$ cat src/rtl/zynq_pkg.sv
// Shared tag-sender constants and the sender FSM state type.
// Defaults describe a 16-client tag ring with 1-bit payloads.
package zynq_pkg;

    localparam int tag_els_gp = 16;
    localparam int tag_lg_els_gp = $clog2(tag_els_gp);
    localparam int tag_max_payload_width_gp = 1;
    localparam int tag_lg_width_gp = $clog2(tag_max_payload_width_gp + 1);

    typedef enum logic [2:0] {
        ZTS_IDLE,
        ZTS_START,
        ZTS_LEN,
        ZTS_DNR,
        ZTS_NODE,
        ZTS_PAYLOAD,
        ZTS_GAP
    } zynq_tag_sender_state_e;

    // Largest of three counts; sizes the shared bit counter.
    function automatic int zts_max3(input int a, input int b, input int c);
        int m;
        m = a;
        if (b > m) m = b;
        if (c > m) m = c;
        return m;
    endfunction

endpackage

$ cat src/rtl/zynq_tag_sender.sv
// Serialises tag commands (start, len, dnr, node, payload) LSB first.
// Define ZYNQ_TAG_SENDER_LEN_CHECK_EN to drop oversize commands and flag err_o.
module zynq_tag_sender
    import zynq_pkg::*;
#(
    parameter int els_p               = tag_els_gp,
    parameter int max_payload_width_p = tag_max_payload_width_gp,
    parameter int gap_p               = 4
) (
    input  logic                                     clk_i,
    input  logic                                     reset_i,
    input  logic                                     v_i,
    output logic                                     ready_and_o,
    input  logic [$clog2(els_p)-1:0]                 nodeid_i,
    input  logic                                     data_not_reset_i,
    input  logic [$clog2(max_payload_width_p+1)-1:0] len_i,
    input  logic [max_payload_width_p-1:0]           payload_i,
    output logic                                     tag_data_o,
    output logic                                     done_o,
    output logic                                     err_o
);

    localparam int NW = $clog2(els_p);
    localparam int LW = $clog2(max_payload_width_p + 1);
    localparam int SW = LW + 1 + NW + max_payload_width_p;
    localparam int CW = $clog2(zts_max3(NW, max_payload_width_p, gap_p) + 1);
    localparam bit NODE1 = (NW == 1);

    zynq_tag_sender_state_e state_q;
    logic [CW-1:0]          cnt_q;
    logic [SW-1:0]          sr_q;
    logic [LW-1:0]          len_q;
    logic                   tag_q;
    logic                   done_q;
    logic                   ready_q;

    logic [LW:0]   len_ext;
    logic          len_over;
    logic [LW-1:0] len_eff;
    logic          drop;

    assign len_ext  = {1'b0, len_i};
    assign len_over = len_ext > (LW+1)'(max_payload_width_p);
    assign len_eff  = len_over ? LW'(max_payload_width_p) : len_i;

`ifdef ZYNQ_TAG_SENDER_LEN_CHECK_EN
    logic err_q;

    assign drop  = len_over;
    assign err_o = err_q;

    // Remember any oversize command until the next reset.
    always_ff @(posedge clk_i) begin
        if (reset_i) begin
            err_q <= 1'b0;
        end else if (state_q == ZTS_IDLE && v_i && len_over) begin
            err_q <= 1'b1;
        end
    end
`else
    assign drop  = 1'b0;
    assign err_o = 1'b0;
`endif

    assign tag_data_o  = tag_q;
    assign done_o      = done_q;
    assign ready_and_o = ready_q;

    // Packet sequencer: one stream bit per cycle, outputs registered.
    always_ff @(posedge clk_i) begin
        if (reset_i) begin
            state_q <= ZTS_GAP;
            cnt_q   <= CW'(gap_p);
            sr_q    <= '0;
            len_q   <= '0;
            tag_q   <= 1'b0;
            done_q  <= 1'b0;
            ready_q <= 1'b0;
        end else begin
            done_q <= 1'b0;
            unique case (state_q)
                ZTS_IDLE: begin
                    tag_q <= 1'b0;
                    if (v_i && !drop) begin
                        state_q <= ZTS_START;
                        tag_q   <= 1'b1;
                        ready_q <= 1'b0;
                        sr_q    <= {payload_i, nodeid_i,
                                    data_not_reset_i, len_eff};
                        len_q   <= len_eff;
                    end
                end
                ZTS_START: begin
                    state_q <= ZTS_LEN;
                    cnt_q   <= CW'(LW);
                    tag_q   <= sr_q[0];
                    sr_q    <= sr_q >> 1;
                end
                ZTS_LEN: begin
                    tag_q <= sr_q[0];
                    sr_q  <= sr_q >> 1;
                    if (cnt_q == CW'(1)) begin
                        state_q <= ZTS_DNR;
                    end else begin
                        cnt_q <= cnt_q - CW'(1);
                    end
                end
                ZTS_DNR: begin
                    state_q <= ZTS_NODE;
                    cnt_q   <= CW'(NW);
                    tag_q   <= sr_q[0];
                    sr_q    <= sr_q >> 1;
                    done_q  <= NODE1 && (len_q == '0);
                end
                ZTS_NODE: begin
                    if (cnt_q == CW'(1)) begin
                        if (len_q == '0) begin
                            state_q <= ZTS_GAP;
                            cnt_q   <= CW'(gap_p);
                            tag_q   <= 1'b0;
                        end else begin
                            state_q <= ZTS_PAYLOAD;
                            cnt_q   <= CW'(len_q);
                            tag_q   <= sr_q[0];
                            sr_q    <= sr_q >> 1;
                            done_q  <= (len_q == LW'(1));
                        end
                    end else begin
                        cnt_q  <= cnt_q - CW'(1);
                        tag_q  <= sr_q[0];
                        sr_q   <= sr_q >> 1;
                        done_q <= (cnt_q == CW'(2)) && (len_q == '0);
                    end
                end
                ZTS_PAYLOAD: begin
                    if (cnt_q == CW'(1)) begin
                        state_q <= ZTS_GAP;
                        cnt_q   <= CW'(gap_p);
                        tag_q   <= 1'b0;
                    end else begin
                        cnt_q  <= cnt_q - CW'(1);
                        tag_q  <= sr_q[0];
                        sr_q   <= sr_q >> 1;
                        done_q <= (cnt_q == CW'(2));
                    end
                end
                ZTS_GAP: begin
                    tag_q <= 1'b0;
                    if (cnt_q == CW'(1)) begin
                        state_q <= ZTS_IDLE;
                        ready_q <= 1'b1;
                    end else begin
                        cnt_q <= cnt_q - CW'(1);
                    end
                end
                default: begin
                    state_q <= ZTS_GAP;
                    cnt_q   <= CW'(gap_p);
                    tag_q   <= 1'b0;
                    ready_q <= 1'b0;
                end
            endcase
        end
    end

endmodule

$ cat config.mk
export PLATFORM = sky130hd
export DESIGN_NAME = zynq_tag_sender
export DESIGN_NICKNAME = d
export VERILOG_FILES = /design/src/rtl/zynq_pkg.sv /design/src/rtl/zynq_tag_sender.sv
export SDC_FILE = /design/constraint.sdc
export NUM_CORES = 1
export LEC_CHECK = 0
export CAP_MARGIN = 20
export CORE_UTILIZATION = 55
export DETAILED_ROUTE_END_ITERATION = 10
export DONT_BUFFER_PORTS = 1
export PLACE_DENSITY = 0.7
export REMOVE_ABC_BUFFERS = 1
export SLEW_MARGIN = 20
export SYNTH_ARGS = -nofsm -noshare
export SYNTH_HDL_FRONTEND = slang
export SYNTH_SLANG_ARGS = --single-unit
$ cat constraint.sdc
create_clock -name clk_i -period 1.83 [get_ports clk_i]
set_input_delay 0.183 -clock clk_i [delete_from_list [all_inputs] [get_ports clk_i]]
set_output_delay 0.183 -clock clk_i [all_outputs]
set_load 0.01 [all_outputs]
==> impl.org <==
** Run status
- The run finished with clean final reports.

** Detailed routing
- Summed over all layers, the routed wires come to between 2000 and 2500 um.
- Detail-routed net length per standard cell :: roughly 15 um
- Router iterations before antenna repair :: 4
- Total number of vias :: between 800 and 900
- In this run, the number of DRC markers left after iteration 0 of detailed routing was 16.
- Post-route ant nets :: 0
- Residual DRC count :: 0
- After detailed routing, the number of vias per cell comes to 6.14.

** Layout
- Total Nets Final :: about 130
- Leaving out filler cells and counting taps, the final layout contains 145.
- Area growth, synth to finish :: 4.82%
- Share of the core filled with cells in the final layout :: 0.614
- Antenna diode instance count :: 0
- Fraction of final layout cells with drive strength greater than 1 :: 0.125

** Synth
- Share of the yosys chip area belonging to registers :: 0.336
- Cell area after technology mapping :: 1010 um2
- Compound-cell area share of the yosys netlist :: 0.248
- By area the synthesized netlist is led by sky130_fd_sc_hd__dfxtp_1 (34%), sky130_fd_sc_hd__mux2i_1 (6.9%), sky130_fd_sc_hd__nor3_1 (5.4%), sky130_fd_sc_hd__a221oi_1 (5.2%), sky130_fd_sc_hd__a21oi_1 (4.4%).
- Dominant synthesized flop cell :: sky130_fd_sc_hd__dfxtp_1
- Of the total synthesized cell area, the portion taken by AND, OR, NAND and NOR gates is 0.237.
- Of the post-synthesis cell area, the dominant cell type holds 0.336.
- Counting distinct cell types in the post-synthesis netlist gives 42.
- Of the total synthesized cell area, the portion taken by full adders, half adders and majority gates is 0.0371.
- EDFF count, synth :: 0
- In this run, synthesis produced a sequential element count of 17.
- Of the total synthesized cell area, the portion taken by XOR and XNOR cells is 0.
- Post-synthesis cell type with the largest combined area :: sky130_fd_sc_hd__dfxtp_1
- The commonest cells after synthesis are sky130_fd_sc_hd__dfxtp_1 (17), sky130_fd_sc_hd__nor3_1 (11), sky130_fd_sc_hd__a21oi_1 (9), sky130_fd_sc_hd__nor2_1 (9), sky130_fd_sc_hd__nand2_1 (8).
- Yosys printed 0 warnings.
- The average instance in the mapped netlist occupies about 8.4 um2.
- Share of cell area taken by muxes after synthesis :: 0.0692
- Ys async rst share :: 0
- Largest family of logic cells by synthesized area :: compound AO/OA/AOI/OAI gates
- Synthesis produced 120 cells.
- Among all cell types in the netlist, the one instantiated most often is sky130_fd_sc_hd__dfxtp_1.

** Timing
- Setup repair after global routing left no endpoint under its margin.
- Maximum operating frequency :: 602 MHz
- On the final layout, the worst clock skew is between 2 and 2.5 ps.
- For the pin with the worst max-slew slack, the measured transition is 561 ps.
- The worst path meets setup with roughly 170 ps of slack.
- Fin. max-slew vios :: 0
- Max-slew headroom at the worst pin :: 0.625
- In the finished design, the share of the clock period the worst path needs comes to 0.907.
- Sum Neg Setup Slack :: 0 ps
- The clock period could shrink to roughly 1700 ps.
- Final number of setup-violating endpoints :: 0
- Endpoints failing hold :: 0

** Die
- After floorplanning, the core was sized to cover between 1500 and 2000 um2.
- 14 I/O pins were placed.
- Starting Density :: 0.586
- Measured along the x axis, the die boundary spans 44.9 um.
- Die Outline Area :: 2020 um2
- Total number of placement rows :: 15
- From bottom edge to top edge, the die measures roughly 45 um.

** Worst setup path
- In this design, the largest share of critical-path delay is due to compound AO/OA/AOI/OAI gates.
- Kind of critical path :: reg2reg
- The largest single stage delay on the critical path is between 400 and 500 ps.
- Data on the critical path is required at its endpoint by about 2000 ps.
- CP Data Arrival Time :: roughly 1900 ps
- Among all stages on the critical path, the largest delay is contributed by sky130_fd_sc_hd__dfxtp_1.
- STA classifies the critical path startpoint as a register.
- CP Cell Sequence :: ha_2 -> nand2b_2 -> o21bai_4 -> o21ai_2 -> a221oi_1
- The number of buffers and inverters on the critical path is 0.
- Category of the worst setup path capture point :: register
- In this run the worst path has a maximum fanout of 8.

** CTS
- The tree is rooted in a sky130_fd_sc_hd__clkbuf_4.
- CTS built an H-tree with a depth of 1.
- Count of clock tree sinks :: 17
- Clock tree from TritonCTS :: done
- Clock-pin slew was measured on the worst setup and hold paths at ~100 ps.
- Counting the buffers created by CTS gives 3.
- Post-CTS Setup Inserts :: 0
- The clock passes through at most 2 buffers.
- The clock reaches the later pin of the worst-skew pair after 290 ps.

** Placement
- Port buffering added 0 buffers.
- Routability congestion estimate :: ~0.79
- Pre-CTS setup slack :: 66.3 ps
- Final HPWL from detailed placement :: ~1500 um
- Counting tap cells, the placed design contains a total of 140 instances.

** Global route
- Pin count of the biggest net entering global routing :: 16
- Gr ovfl total :: 0
- Gr usage total :: 0.254
- The via count of the first global-routing pass was 830.
- Global-route wire length before repair :: 3670 um
- Initial antenna violation count :: 0

** Pwr
- The design draws 1.51 mW.
- The analysis attributes to cell leakage a power of a little under 0.4 nW.
- Worst-case vdd ir drop :: between 0.0006 and 0.0007 V
- Power density cells :: roughly 1400 nW/um2

** Job
- Maxcap violations :: 0

** Worst hold path
- Class of the tightest hold or removal check :: in2reg
## power breakdown
part,leakage [nW],internal (mW),switching (mW)
Clock,0.0150,0.0847,0.119
Sequential,0.139,0.489,0.115
Combinational,0.230,0.342,0.364
## sequential cells by signal, summed over array words and instances, names as in the netlist, named ones only
register     flops
sr_q             7
len_q            1
state_q          2
tag_data_o       1
cnt_q            3
done_o           1
ready_and_o      1
## cells by family (layout without fill, tap and decap cells)
group	Yosys count	count (layout)
AND/OR/NAND/NOR	46	46
AO/OA/AOI/OAI	33	33
flip-flops	17	17
buffers and inverters	13	13
multiplexers	7	7
adder cells (fa/ha/maj)	3	3
other	1	1
## repair_timing
action,4_1_cts,5_1_grt
gates resized for setup,0,2
hold endpoints to repair,15,0
hold buffers,1,0
endpoints found under the setup margin,0,6
## cell usage in the layout, fill, tap and decap left out, types with 3 or more instances in the layout
cell type | synthesis | routed
sky130_fd_sc_hd__dfxtp_1 | 17 | 17
sky130_fd_sc_hd__nor3_1 | 11 | 11
sky130_fd_sc_hd__clkbuf_4 | 0 | 3
sky130_fd_sc_hd__nand2b_1 | 4 | 4
sky130_fd_sc_hd__inv_1 | 4 | 4
sky130_fd_sc_hd__a21oi_1 | 9 | 9
sky130_fd_sc_hd__nand2_1 | 8 | 8
sky130_fd_sc_hd__nor2_1 | 9 | 9
sky130_fd_sc_hd__mux2i_1 | 7 | 7
sky130_fd_sc_hd__a221oi_1 | 6 | 6
sky130_fd_sc_hd__buf_4 | 3 | 4
## worst paths after layout
kind / start / endpoint / slack (ps) / depth (start not counted)
setup reg to reg: cnt_q[0]$_SDFFE_PP0P_ / sr_q[3]$_SDFFE_PP0P_ / 170 / 5
hold / removal: reset_i / state_q[1]$_SDFFE_PP1P_ / 10 / 2
setup / recovery: cnt_q[0]$_SDFFE_PP0P_ / sr_q[3]$_SDFFE_PP0P_ / 170 / 5
hold reg to reg: sr_q[6]$_SDFFE_PP0P_ / sr_q[6]$_SDFFE_PP0P_ / 480 / 2
## routing by layer
layer,vias up,GRT usage,part of all wire
li1,435,-,-
met3,8,0.0440,0.031
met5,-,0,0
met4,0,0.127,0.028
met1,426,0.333,0.46
met2,21,0.403,0.48
## area by class of cell
type | instances | area, um2
Inverter | 4 | 15.0
Multi-Input combinational cell | 90 | 608
Sequential cell | 17 | 340
Tap cell | 25 | 31.3
Clock buffer | 4 | 26.3
Timing Repair Buffer | 5 | 40.0
Fill cell | 165 | 666
## per-stage QoR
| stage | hold slack, ps | area, um2 |
|---|---|---|
| finish | 11.8 | 1060 |
| global route | 5.55 | 1060 |
| CTS | 3.04 | 1060 |
| detailed placement | 258 | 1020 |
| global placement | 255 | 1020 |
| floorplan | 252 | 958 |
Note: power is estimated with default switching activity, not from simulation.
